**src/rtl/ram_pkg.sv**
```systemverilog
// Shared types and default widths for the ram64x8 port and its burst master.
package ram_pkg;

   localparam int unsigned RAM_ADDR_W = 6;
   localparam int unsigned RAM_DATA_W = 8;
   localparam int unsigned RAM_LEN_W  = 4;

   typedef enum logic [1:0] {
      IDLE     = 2'd0,
      WR       = 2'd1,
      RD_ISSUE = 2'd2,
      RD_DATA  = 2'd3
   } state_t;

endpackage

```
**src/rtl/ram_burst_master.sv**
```systemverilog
// Burst initiator for a ram64x8-style synchronous RAM: single/burst reads and
// writes with incrementing, wrapping addresses over valid/ready channels.
module ram_burst_master
   import ram_pkg::*;
#(
   parameter int unsigned ADDR_W = RAM_ADDR_W,
   parameter int unsigned DATA_W = RAM_DATA_W,
   parameter int unsigned LEN_W  = RAM_LEN_W
) (
   input  logic              clk,
   input  logic              rst_n,
   input  logic              cmd_valid,
   output logic              cmd_ready,
   input  logic              cmd_we,
   input  logic [ADDR_W-1:0] cmd_addr,
   input  logic [LEN_W-1:0]  cmd_len,
   input  logic              wr_valid,
   output logic              wr_ready,
   input  logic [DATA_W-1:0] wr_data,
   output logic              rd_valid,
   input  logic              rd_ready,
   output logic [DATA_W-1:0] rd_data,
   output logic              rd_last,
   output logic              busy,
   output logic              mem_en,
   output logic              mem_we,
   output logic [ADDR_W-1:0] mem_addr,
   output logic [DATA_W-1:0] mem_datain,
   input  logic [DATA_W-1:0] mem_dataout
);

   state_t            state, state_d;
   logic [ADDR_W-1:0] cur_addr, cur_addr_d;
   logic [LEN_W-1:0]  beats_left, beats_left_d;
   logic              is_write, is_write_d;

   // State and burst bookkeeping registers; reset aborts any burst in flight.
   always_ff @(posedge clk or negedge rst_n) begin
      if (!rst_n) begin
         state      <= IDLE;
         cur_addr   <= '0;
         beats_left <= '0;
         is_write   <= 1'b0;
      end else begin
         state      <= state_d;
         cur_addr   <= cur_addr_d;
         beats_left <= beats_left_d;
         is_write   <= is_write_d;
      end
   end

   // Next-state and combinational outputs; the RAM port is driven straight from state.
   always_comb begin
      state_d      = state;
      cur_addr_d   = cur_addr;
      beats_left_d = beats_left;
      is_write_d   = is_write;
      cmd_ready    = 1'b0;
      wr_ready     = 1'b0;
      rd_valid     = 1'b0;
      rd_data      = '0;
      rd_last      = 1'b0;
      busy         = 1'b1;
      mem_en       = 1'b0;
      mem_we       = 1'b0;
      mem_addr     = '0;
      mem_datain   = '0;

      unique case (state)
         IDLE: begin
            cmd_ready = 1'b1;
            busy      = 1'b0;
            if (cmd_valid) begin
               cur_addr_d   = cmd_addr;
               beats_left_d = cmd_len;
               is_write_d   = cmd_we;
               state_d      = cmd_we ? WR : RD_ISSUE;
            end
         end

         WR: begin
            wr_ready   = 1'b1;
            mem_en     = wr_valid;
            mem_we     = wr_valid & is_write;
            mem_addr   = cur_addr;
            mem_datain = wr_data;
            if (wr_valid) begin
               cur_addr_d = cur_addr + ADDR_W'(1);
               if (beats_left == '0) begin
                  state_d = IDLE;
               end else begin
                  beats_left_d = beats_left - LEN_W'(1);
               end
            end
         end

         RD_ISSUE: begin
            mem_en   = 1'b1;
            mem_addr = cur_addr;
            state_d  = RD_DATA;
         end

         RD_DATA: begin
            // Enable stays high so the RAM keeps presenting the captured word.
            mem_en   = 1'b1;
            mem_addr = cur_addr;
            rd_valid = 1'b1;
            rd_data  = mem_dataout;
            rd_last  = (beats_left == '0);
            if (rd_ready) begin
               if (beats_left == '0) begin
                  state_d = IDLE;
               end else begin
                  cur_addr_d   = cur_addr + ADDR_W'(1);
                  beats_left_d = beats_left - LEN_W'(1);
                  state_d      = RD_ISSUE;
               end
            end
         end

         default: state_d = IDLE;
      endcase
   end

endmodule

```
**config.mk**
```make
export PLATFORM = sky130hd
export DESIGN_NAME = ram_burst_master
export DESIGN_NICKNAME = d
export VERILOG_FILES = /design/src/rtl/ram_pkg.sv /design/src/rtl/ram_burst_master.sv
export SDC_FILE = /design/constraint.sdc
export NUM_CORES = 1
export LEC_CHECK = 0
export BUFFER_PORTS_ARGS = -buffer_cell sky130_fd_sc_hd__buf_2
export CELL_PAD_IN_SITES_DETAIL_PLACEMENT = 0
export CELL_PAD_IN_SITES_GLOBAL_PLACEMENT = 1
export CORE_MARGIN = 1.5
export CORE_UTILIZATION = 29
export DETAILED_ROUTE_END_ITERATION = 10
export GPL_ROUTABILITY_DRIVEN = 0
export PLACE_DENSITY_LB_ADDON = 0.1
export SETUP_SLACK_MARGIN = 0.1
export SKIP_CTS_REPAIR_TIMING = 1
export SYNTH_ARGS = -nofsm -noshare
export SYNTH_HDL_FRONTEND = slang
export SYNTH_SLANG_ARGS = --single-unit
```
**constraint.sdc**
```tcl
create_clock -name clk -period 1.9 [get_ports clk]
set_clock_uncertainty 0.2 [all_clocks]
set_input_delay 0.19 -clock clk [delete_from_list [all_inputs] [get_ports clk]]
set_output_delay 0.19 -clock clk [all_outputs]
set_load 0.03 [all_outputs]
```
# Word-level counts from Yosys, hierarchy flattened
# Cells that the tools add are included.
[word_totals]
word_cells = 51
reg_bits = 13
out_inout_bits = 29
[op_classes]
muxes = 27
eq_ne = 8
reduce_logical = 9
bitwise = 1
n_addsub = 2
[op_table]
columns = ["cell", "n"]
rows = [
  ["two-way mux 6 bit", 5],
  ["one-hot mux 6 bit (3 select lines)", 1],
  ["two-way mux 4 bit", 4],
  ["two-way mux 8 bit", 2],
  ["two-way mux 2 bit", 6],
  ["one-hot mux 4 bit (3 select lines)", 1],
  ["inequality test 2 bit (second input constant)", 5],
  ["one-hot mux 2 bit (4 select lines)", 1],
  ["AND reduction 4 bit", 2],
  ["adder 6 x 1 -> 6 bit (second input constant)", 1],
  ["two-way mux 1 bit", 6],
  ["AND reduction 5 bit", 1],
  ["== test 2 bit (second input constant)", 2],
  ["logical NOT 4 bit", 1],
  ["subtractor 4 x 1 -> 4 bit (second input constant)", 1],
  ["nonzero test 3 bit", 1],
  ["OR reduction 3 bit", 1],
  ["== test 2 x 1 -> 1 bit (second input constant)", 1],
  ["logical NOT 2 bit", 1],
  ["one-hot mux 1 bit (2 select lines)", 1],
  ["AND reduction 2 bit", 1],
  ["OR reduction 2 bit", 1],
  ["bitwise AND 1 bit", 1],
]

# Depth between registers and ports, before layout
# Gate-level depths: netlist of the first run.
[logic_depth]
ltp_word = 4
depth_mapped = 7
depth_no_buf = 6

# Worst setup path after synthesis of the first run
# OpenSTA, ideal clock, no wires.
[synth_path]
kind = "reg2out"
start = "reg state[0]"
end = "out mem_we"
path_buffers = 1
setup_slack_ps = -14
stages_incl_launch_ff = 5
t_required_ps = 1510
arrival_time_ps = 1524
cell_sequence = "dfrtp_1 > buf_6 > inv_2 > nor2_1 > and3_1"
[synth_via]
elab_chain_cells = 2
[synth_lines]
columns = ["element", "line_no", "source"]
rows = [
  ["start: declaration", "ram_burst_master.sv:32", "state_t state, state_d;"],
  ["start signal: assignment", "ram_burst_master.sv:45", "state <= state_d;"],
  ["== test 2 x 1 -> 1 bit", "ram_burst_master.sv:69", "unique case (state)"],
  ["two-way mux 1 bit", "ram_burst_master.sv:69", ""],
  ["end: declaration", "ram_burst_master.sv:26", "output logic mem_we,"],
]
# Every way passes these cells.

# Worst setup path after layout of the first run
[layout_path]
start = "reg beats_left[1]"
end = "out rd_last"
[layout_via]
elab_chain_cells = 2
[layout_lines]
columns = ["element", "line_no", "source"]
rows = [
  ["start: declaration", "ram_burst_master.sv:34", "logic [LEN_W-1:0] beats_left, beats_left_d;"],
  ["start signal: assignment", "ram_burst_master.sv:47", "beats_left <= beats_left_d;"],
  ["logical NOT 4 bit", "ram_burst_master.sv:109", "rd_last = (beats_left == '0);"],
  ["two-way mux 1 bit", "ram_burst_master.sv:69", ""],
  ["end: declaration", "ram_burst_master.sv:23", "output logic rd_last,"],
]
# Every way passes these cells.

==> flow_metrics.tcl, run 1 <==
set metrics [dict create \
    syn_inst 113 \
    drtIter0Drc 49 \
    cts-buffers-inserted 3 \
    synth_xor_area_frac 0 \
    cts_tree "done" \
    syn-cell-area_um2 1000 \
    fillers 347 \
    synth.top_cell.area_share 0.325 \
    worstPathRequired_ns 1.51 \
    drt-pass1-iter-count 4 \
    nets 225 \
    die_area_um2 3820 \
    clkSinkCount 13 \
    period_needed_ns 1.86 \
    relSlewSlack 0.701 \
    p_leak_nw 0.836 \
    synth-simple-area-share 0.332 \
    tns_ns 0 \
    grt_setup_unrepaired "true" \
    wl_per_cell_um 12.6 \
    area_growth_pct 58.6 \
    synth.most_common_cell "dfrtp_1" \
    hold_viol_final 1 \
    synth_top_family_by_area "simple AND/OR/NAND/NOR gates" \
    drt_wl_total_mm 2.98 \
    yosys-top-cells-area "dfrtp_1, and3_1, and2_1" \
    antenna_found_initial 0 \
    ctsRootBufferMaster "clkbuf_4" \
    grt_start_max_net_pins 14 \
    worstMarginPinSlew_ns 0.447 \
    path_cells "inv_2 > ha_4 > nor3b_4 > buf_6 > and2_4 > buf_6" \
    worstPathMaxFanout 3 \
    gr-total-overflow 0 \
    ys_top_cells_by_count "dfrtp_1, and3_1, and2_1, nor2_1, nor2b_1" \
    hold_class "in2reg" \
    start_kind "register" \
    seq_area_um2 328 \
    ys.flop_type "dfrtp_1" \
    syn_nets 147 \
    hold_slack_ns -0.0177 \
    maxCapViolations 0 \
    synthMuxAreaShare 0.0649 \
    initial_core_util 0.300 \
    antenna_cells 0 \
    core_um2 3340 \
    fmax_ghz 0.537 \
    syn_area_per_cell_um2 8.87 \
    ys_async_sr_fraction 1.00 \
    synth_fa_ha_area_frac 0.0250 \
    violations "negative hold slack" \
    layout-drive-gt1-share 0.484 \
    hpwlAfterDp_mm 2.17 \
    arrival_ns 1.47 \
    die_w_um 61.8 \
    p_per_area_nw_per_um2 1780 \
    timing.final.crit_share 0.980 \
    synth_top_cell_by_area "dfrtp_1" \
    total_power_mw 2.83 \
    drtAntennaViolNets 0 \
    viasPerCell 4.85 \
    drcViolationCount 0 \
    synth_edf_count 0 \
    die_h_um 61.8 \
    port_buffers 60 \
    htree_levels 1 \
    worst_path_most_repeated_cell "buf_6" \
    clockBufferDepth 2 \
    setup_viol 0 \
    grt_pass1_wl_mm 4.28 \
    synth_compound_area_frac 0.185 \
    critPathKind "reg2out" \
    yosys_warnings 0 \
    synth_cell_types 37 \
    status "complete, but fails checks" \
    clk_pin_slew_ns 0.08 \
    track_usage 0.151 \
    ir_drop_mv 0.665 \
    report.final.slew_viol_count 0 \
    ys_seq_area_frac 0.325 \
    io_pins 61 \
    vias 1145 \
    ys_ff_latch 13 \
    clk_latency_ns 0.28 \
    crit_slowest_cell "dfrtp_1" \
    max_stage_delay_ns 0.40 \
    grt_pass1_vias 983 \
    rows 21 \
    end_kind "output port" \
    multi_input_area_um2 646 \
]
## worst paths after layout
check	slack (ns)	endpoint	startpoint	depth (start not counted)
setup / recovery	0.04	rd_last	beats_left[1]$_DFFE_PN0P_	6
min in group asynchronous	0.12	cur_addr[3]$_DFFE_PN0P_	rst_n	2
hold / removal	-0.02	cur_addr[5]$_DFFE_PN0P_	cmd_addr[5]	3
setup reg to reg	0.16	cur_addr[1]$_DFFE_PN0P_	beats_left[1]$_DFFE_PN0P_	7
hold reg to reg	0.30	is_write$_DFFE_PN0P_	is_write$_DFFE_PN0P_	2
max in group asynchronous	1.11	state[0]$_DFFE_PN0P_	rst_n	2
## layout by cell type, fill, tap and decap left out, drive strengths merged
cell type / synthesis / layout
a31oi: 4 / 4
o21a: 1 / 1
and3: 12 / 12
a211oi: 1 / 1
mux2: 1 / 1
o221a: 2 / 2
and2: 11 / 11
nor3: 4 / 4
nor3b: 1 / 1
a21o: 1 / 1
o32ai: 2 / 2
nand2: 5 / 5
and4: 2 / 2
o22ai: 2 / 2
a22oi: 1 / 1
or3b: 1 / 1
a21oi: 5 / 5
ha: 2 / 2
dfrtp: 13 / 13
nor2b: 6 / 6
mux2i: 5 / 5
o21ai: 3 / 3
inv: 5 / 5
buf: 4 / 72
nand4: 1 / 1
nor2: 10 / 11
nand3: 2 / 2
a41o: 1 / 1
clkbuf: 3 / 5
dlygate4sd3: 0 / 6
o221ai: 2 / 2
## flip-flops by register name, summed over array words and instances (netlist names)
name        flops
is_write        1
cur_addr        6
beats_left      4
state           2
## where the power goes
part,internal (mW),switching (mW),leakage [nW]
Clock,0.0815,0.0967,0.0150
Combinational,0.883,1.17,0.666
Sequential,0.418,0.188,0.154
Total,1.38,1.45,0.836
## per-stage QoR
| step | setup WS, ns | util | cells | cell area, um^2 |
|---|---|---|---|---|
| 6_report | 0.0377 | 0.476 | 236 | 1590 |
| 3_3_place_gp | 0.0976 | 0.407 | 218 | 1360 |
| 5_1_grt | -0.0429 | 0.476 | 236 | 1590 |
| 3_5_place_dp | 0.0382 | 0.407 | 218 | 1360 |
| 4_1_cts | -0.157 | 0.415 | 222 | 1380 |
| 2_1_floorplan | 0.178 | - | 113 | 1000 |
## cell families (layout without fill, tap and decap cells)
| group | count (synthesis) | count (layout) |
|---|---|---|
| and+or+nand+nor | 55 | 56 |
| DFF | 13 | 13 |
| adders and majority gates | 2 | 2 |
| AOI/OAI and AO/OA | 25 | 25 |
| buffers and inverters | 12 | 88 |
| muxes | 6 | 6 |
## cell type report
cell class / instances / share of cell area
Clock buffer: 4 / 0.0165
Inverter: 5 / 0.0134
Multi-Input combinational cell: 89 / 0.406
Sequential cell: 13 / 0.206
Tap cell: 46 / 0.0362
Timing Repair Buffer: 79 / 0.321
## worst max-delay path: cells and delay by family (launching register included)
family | cells | cell delay (ns)
AND/OR/NAND/NOR | 2 | 0.34
buffers and inverters | 3 | 0.32
adder cells (fa/ha/maj) | 1 | 0.13
flip-flops | 1 | 0.40
## routing by layer
layer | share of wire | wire [um] | vias up | GRT usage
met2 | 0.50 | 1500 | 33 | 0.275
met1 | 0.43 | 1290 | 543 | 0.178
met4 | 0.0047 | 14 | 0 | 0.0274
met3 | 0.056 | 167 | 2 | 0.0435
li1 | - | - | 567 | -
met5 | 0 | 0 | - | 0
Power figures use the tool's default switching activity.
==> run 2, diff against run 1 <==
--- a/config.mk
+++ b/config.mk
@@ -13,7 +13,7 @@
 export DETAILED_ROUTE_END_ITERATION = 10
 export GPL_ROUTABILITY_DRIVEN = 0
 export PLACE_DENSITY_LB_ADDON = 0.1
-export SETUP_SLACK_MARGIN = 0.1
+export SETUP_SLACK_MARGIN = 0.05
 export SKIP_CTS_REPAIR_TIMING = 1
 export SYNTH_ARGS = -nofsm -noshare
 export SYNTH_HDL_FRONTEND = slang
==> run 2 against run 1 <==
Effect of this change: the flow still finishes with violations (negative hold slack); count of clock-buffer cells in the layout did not move; global-route usage did not move; sequential power about the same.
==> flow_metrics.tcl, run 2 (synthesized netlist as in run 1, its figures left out) <==
set metrics [dict create \
    status "complete, but fails checks" \
    violations "negative hold slack" \
    fmax_ghz 0.537 \
    cts-buffers-inserted 3 \
    drt_wl_total_mm 2.94 \
    core_um2 3340 \
    port_buffers 60 \
    hold_slack_ns -0.0177 \
    drcViolationCount 0 \
    worstPathMaxFanout 3 \
    die_h_um 61.8 \
    clk_pin_slew_ns 0.08 \
    largest_register_ffs 6 \
    preCtsSetupSlack_ns 0.0382 \
    worstPathRequired_ns 1.51 \
    p_per_area_nw_per_um2 1790 \
    worstMarginPinSlew_ns 0.447 \
    grt_pass1_vias 983 \
    critPathTopFamily "flip-flops" \
    worst_path_most_repeated_cell "buf_6" \
    layout-drive-gt1-share 0.484 \
    start_kind "register" \
    max_stage_delay_ns 0.40 \
    multi_input_area_um2 646 \
    drtAntennaViolNets 0 \
    path_cells "inv_2 > ha_4 > nor3b_4 > buf_6 > and2_4 > buf_6" \
    area_growth_pct 54.3 \
    nets 225 \
    grt_start_max_net_pins 14 \
    rows 21 \
    critPathKind "reg2out" \
    clkSinkCount 13 \
    seq_area_um2 328 \
    r2r-start "beats_left[1]$_DFFE_PN0P_" \
    fillers 356 \
    htree_levels 1 \
    die_area_um2 3820 \
    clk_latency_ns 0.28 \
    layout_commonest_cell "buf_2" \
    initial_core_util 0.300 \
    mostFrequentLayoutCells "buf_2, and3_1, buf_4, dfrtp_1, and2_1" \
    drt-pass1-iter-count 4 \
    relSlewSlack 0.701 \
    wl_per_cell_um 12.5 \
    period_needed_ns 1.86 \
    timing.rr.end "cur_addr[1]$_DFFE_PN0P_" \
    drtIter0Drc 49 \
    r2r_cells 7 \
    track_usage 0.151 \
    arrival_ns 1.47 \
    end_kind "output port" \
    hpwlAfterDp_mm 2.17 \
    largest-register "cur_addr" \
    vias 1149 \
    crit_slowest_cell "dfrtp_1" \
    setup_viol 0 \
    maxCapViolations 0 \
    cts_tree "done" \
    die_w_um 61.8 \
    cp_num_buf_inv 3 \
    clockBufferDepth 2 \
    report.final.slew_viol_count 0 \
    antenna_cells 0 \
    top_regs "cur_addr: 6 flops, beats_left: 4 flops, state: 2 flops" \
    hold_class "in2reg" \
    io_pins 61 \
    grt_pass1_wl_mm 4.28 \
    ir_drop_mv 0.664 \
    timing.final.crit_share 0.980 \
    holdPathEnd "cur_addr[5]$_DFFE_PN0P_" \
    rrSetupSlack_ns 0.16 \
    viasPerCell 4.87 \
    hold_depth 3 \
    gr-total-overflow 0 \
    grt_setup_unrepaired "true" \
    min_from "cmd_addr[5]" \
    postLayoutSetupSlackWorst_ns 0.0377 \
    hold_viol_final 1 \
    ctsRootBufferMaster "clkbuf_4" \
    antenna_found_initial 0 \
    p_leak_nw 0.830 \
]
==> run 2: layout make-up <==
class                   count  area share
clock buffers               4      0.0170
repair buffers             79       0.303
well taps                  46      0.0372
flip-flops and latches     13       0.212
inverters                   5      0.0138
multi-input cells          89       0.417
==> run 2: layer usage <==
| metal | vias up | routed length [um] | global-route usage |
|---|---|---|---|
| met1 | 547 | 1280 | 0.178 |
| li1 | 567 | - | - |
| met3 | 2 | 148 | 0.0435 |
| met5 | - | 0 | 0 |
| met2 | 33 | 1500 | 0.275 |
| met4 | 0 | 14 | 0.0274 |
==> run 2: worst max path at each step <==
| stage | slack (ns) | endpoint | startpoint | depth (start not counted) |
|---|---|---|---|---|
| floorplan | 0.18 | cur_addr[4]$_DFFE_PN0P_ | beats_left[0]$_DFFE_PN0P_ | 7 |
| global placement | 0.1 | beats_left[3]$_DFFE_PN0P_ | beats_left[0]$_DFFE_PN0P_ | 6 |
| detailed placement | 0.04 | cur_addr[1]$_DFFE_PN0P_ | beats_left[0]$_DFFE_PN0P_ | 7 |
| CTS | -0.16 | rd_last | beats_left[0]$_DFFE_PN0P_ | 6 |
| global route | -0.04 | rd_last | beats_left[1]$_DFFE_PN0P_ | 6 |
| finish | 0.04 | rd_last | beats_left[1]$_DFFE_PN0P_ | 6 |
==> run 2: where the power goes <==
part | internal (mW) | leakage (nW) | switching, mW
combinational | 0.826 | 0.661 | 1.15
sequential | 0.418 | 0.154 | 0.188
clock | 0.0815 | 0.0150 | 0.0967
total | 1.33 | 0.830 | 1.44
==> run 2: metrics by stage <==
| stage | std cells | power (mW) | instance area, um^2 | utilization | TNS (ns) |
|---|---|---|---|---|---|
| 2_1_floorplan | 113 | 1.93 | 1000 | - | 0 |
| 3_3_place_gp | 218 | 2.34 | 1360 | 0.407 | 0 |
| 3_5_place_dp | 218 | 2.37 | 1360 | 0.407 | 0 |
| 4_1_cts | 222 | 2.56 | 1380 | 0.415 | -0.316 |
| 5_1_grt | 236 | 3.03 | 1550 | 0.463 | -0.0429 |
| 6_report | 236 | 2.77 | 1550 | 0.463 | 0 |
==> run 2: worst reg2reg max path, delay by kind of cell (launching register included) <==
| kind | cells | cell delay, ns |
|---|---|---|
| buf+inv | 2 | 0.25 |
| simple gates | 2 | 0.19 |
| fa+ha+maj | 1 | 0.16 |
| compound gates | 2 | 0.50 |
| flops | 1 | 0.37 |
==> run 3, diff against run 2 <==
--- a/config.mk
+++ b/config.mk
@@ -12,7 +12,7 @@
 export CORE_UTILIZATION = 29
 export DETAILED_ROUTE_END_ITERATION = 10
 export GPL_ROUTABILITY_DRIVEN = 0
-export PLACE_DENSITY_LB_ADDON = 0.1
+export PLACE_DENSITY = 0.9
 export SETUP_SLACK_MARGIN = 0.05
 export SKIP_CTS_REPAIR_TIMING = 1
 export SYNTH_ARGS = -nofsm -noshare
==> run 3 against run 2 <==
Effect of this change: the flow still finishes with violations (negative hold slack); critical path depth is 1 lower; flip-flop and latch count unchanged; die area is the same; clock power grew 4%; global-route usage shrank 0.76 points; power fell by 2.5%; first-iteration DRC count fell by 27%; worst hold slack gained 0.011 ns; highest routed layer unchanged.
==> flow_metrics.tcl, run 3 (synthesized netlist as in run 1, its figures left out) <==
set metrics [dict create \
    clockBufferDepth 2 \
    wl_per_cell_um 11.8 \
    drtIter0Drc 36 \
    crit_slowest_cell "dfrtp_1" \
    arrival_ns 1.45 \
    max_stage_delay_ns 0.43 \
    grt_pass1_vias 856 \
    p_int_mw 1.29 \
    final_util 0.461 \
    cts-buffers-inserted 3 \
    largest-register "cur_addr" \
    highest_layer "met4" \
    met1Wirelength_mm 1.24 \
    status "complete, but fails checks" \
    vias 1104 \
    fmax_ghz 0.544 \
    seq_power_share 0.226 \
    worstSetupStartpoint "beats_left[0]$_DFFE_PN0P_" \
    htree_levels 1 \
    placed_area_um2 1350 \
    finalInstanceArea_um2 1540 \
    preCtsSetupSlack_ns 0.0608 \
    layout-drive-gt1-share 0.468 \
    p_per_area_nw_per_um2 1750 \
    viasPerCell 4.72 \
    top_regs "cur_addr: 6 flops, beats_left: 4 flops, state: 2 flops" \
    wl_met3_um 141 \
    mostFrequentLayoutCells "buf_2, and3_1, dfrtp_1, and2_1, buf_4" \
    clk_pin_slew_ns 0.09 \
    drt_wl_total_mm 2.76 \
    drt-pass1-iter-count 4 \
    worstPathMaxFanout 5 \
    layout_commonest_cell "buf_2" \
    grt_start_max_net_pins 14 \
    hold_viol_final 2 \
    start_kind "register" \
    clkSinkCount 13 \
    area_growth_pct 53.4 \
    fillers 337 \
    hold_slack_ns -0.00660 \
    hpwlAfterDp_mm 2.10 \
    timing.final.crit_share 0.968 \
    initial_core_util 0.300 \
    report.final.slew_viol_count 0 \
    period_needed_ns 1.84 \
    ctsRootBufferMaster "clkbuf_4" \
    critPathKind "reg2out" \
    relSlewSlack 0.711 \
    die_w_um 61.8 \
    clkPwrFrac 0.069 \
    rows 21 \
    hold_class "in2reg" \
    worstPathRequired_ns 1.51 \
    drtAntennaViolNets 0 \
    power_frac_comb 0.705 \
    nets 223 \
    r2r-start "beats_left[0]$_DFFE_PN0P_" \
    grt_setup_unrepaired "true" \
    die_area_um2 3820 \
    io_pins 61 \
    largest_register_ffs 6 \
    setup_viol 0 \
    cts_tree "done" \
    met2_length_mm 1.32 \
    drcViolationCount 0 \
    layout.cells.non_filler 234 \
    violations "negative hold slack" \
    core_um2 3340 \
    maxCapViolations 0 \
    worstMarginPinSlew_ns 0.433 \
    track_usage 0.144 \
    cp-endpoint "rd_last" \
    timing.rr.end "cur_addr[3]$_DFFE_PN0P_" \
    die_h_um 61.8 \
    gr-total-overflow 0 \
    ir_drop_mv 0.510 \
    postLayoutSetupSlackWorst_ns 0.0602 \
    r2r_cells 7 \
    clk_latency_ns 0.30 \
    antenna_cells 0 \
    dp_cells 217 \
    p_leak_nw 0.820 \
    switchingPower_mw 1.41 \
    rrSetupSlack_ns 0.10 \
    swShare 0.522 \
    antenna_found_initial 0 \
    end_kind "output port" \
    path_cells "inv_2 > ha_4 > nor3b_4 > and2_4 > buf_6" \
    port_buffers 60 \
    grt_pass1_wl_mm 3.98 \
]
==> run 3: cell count changes in the layout (fill, tap and decap cells not counted) <==
cell,change
buf_4,-3
dlygate4sd3_1,+2
inv_2,+1
inv_4,-1
nor2_4,-1
o22ai_2,-1
o22ai_4,+1
==> run 3: metrics by stage <==
step	total power [mW]	TNS (ns)
final	2.70	0
after global routing	2.94	-0.109
after CTS	2.53	-0.613
after detailed placement	2.35	0
after global placement	2.32	0
after floorplan	1.93	0
==> run 3: cell type report <==
type	count	area (um^2)	share of cell area
Clock buffer	4	26.3	0.0171
Inverter	5	18.8	0.0122
Multi-Input combinational cell	88	642	0.417
Sequential cell	13	328	0.213
Tap cell	46	57.6	0.0374
Timing Repair Buffer	78	465	0.303
==> run 3: power by group through the flow <==
stage / combinational [mW] / clock (mW) / sequential, mW
after CTS: 1.74 / 0.189 / 0.606
after global routing: 2.09 / 0.206 / 0.639
after floorplan: 1.41 / 0 / 0.527
after detailed placement: 1.73 / 0 / 0.612
final: 1.90 / 0.185 / 0.610
after global placement: 1.72 / 0 / 0.607
==> run 3: layer usage <==
metal,global-route usage,up-vias
met5,0,-
met4,0.0547,0
met3,0.0393,5
met2,0.233,36
met1,0.183,499
li1,-,564
==> run 3: worst min path at each step <==
stage	startpoint	end	cells after the start
after floorplan	rst_n	beats_left[0]$_DFFE_PN0P_	0
after global placement	rst_n	cur_addr[5]$_DFFE_PN0P_	1
after detailed placement	rst_n	cur_addr[5]$_DFFE_PN0P_	1
after CTS	rst_n	cur_addr[5]$_DFFE_PN0P_	1
after global routing	cmd_addr[2]	cur_addr[2]$_DFFE_PN0P_	3
final	cmd_addr[2]	cur_addr[2]$_DFFE_PN0P_	3
==> run 3: critical path, delay by kind of cell, from the launching register on <==
family	cells	cell delay (ns)
fa+ha+maj	1	0.13
buf+inv	2	0.20
flops	1	0.43
simple gates	2	0.40
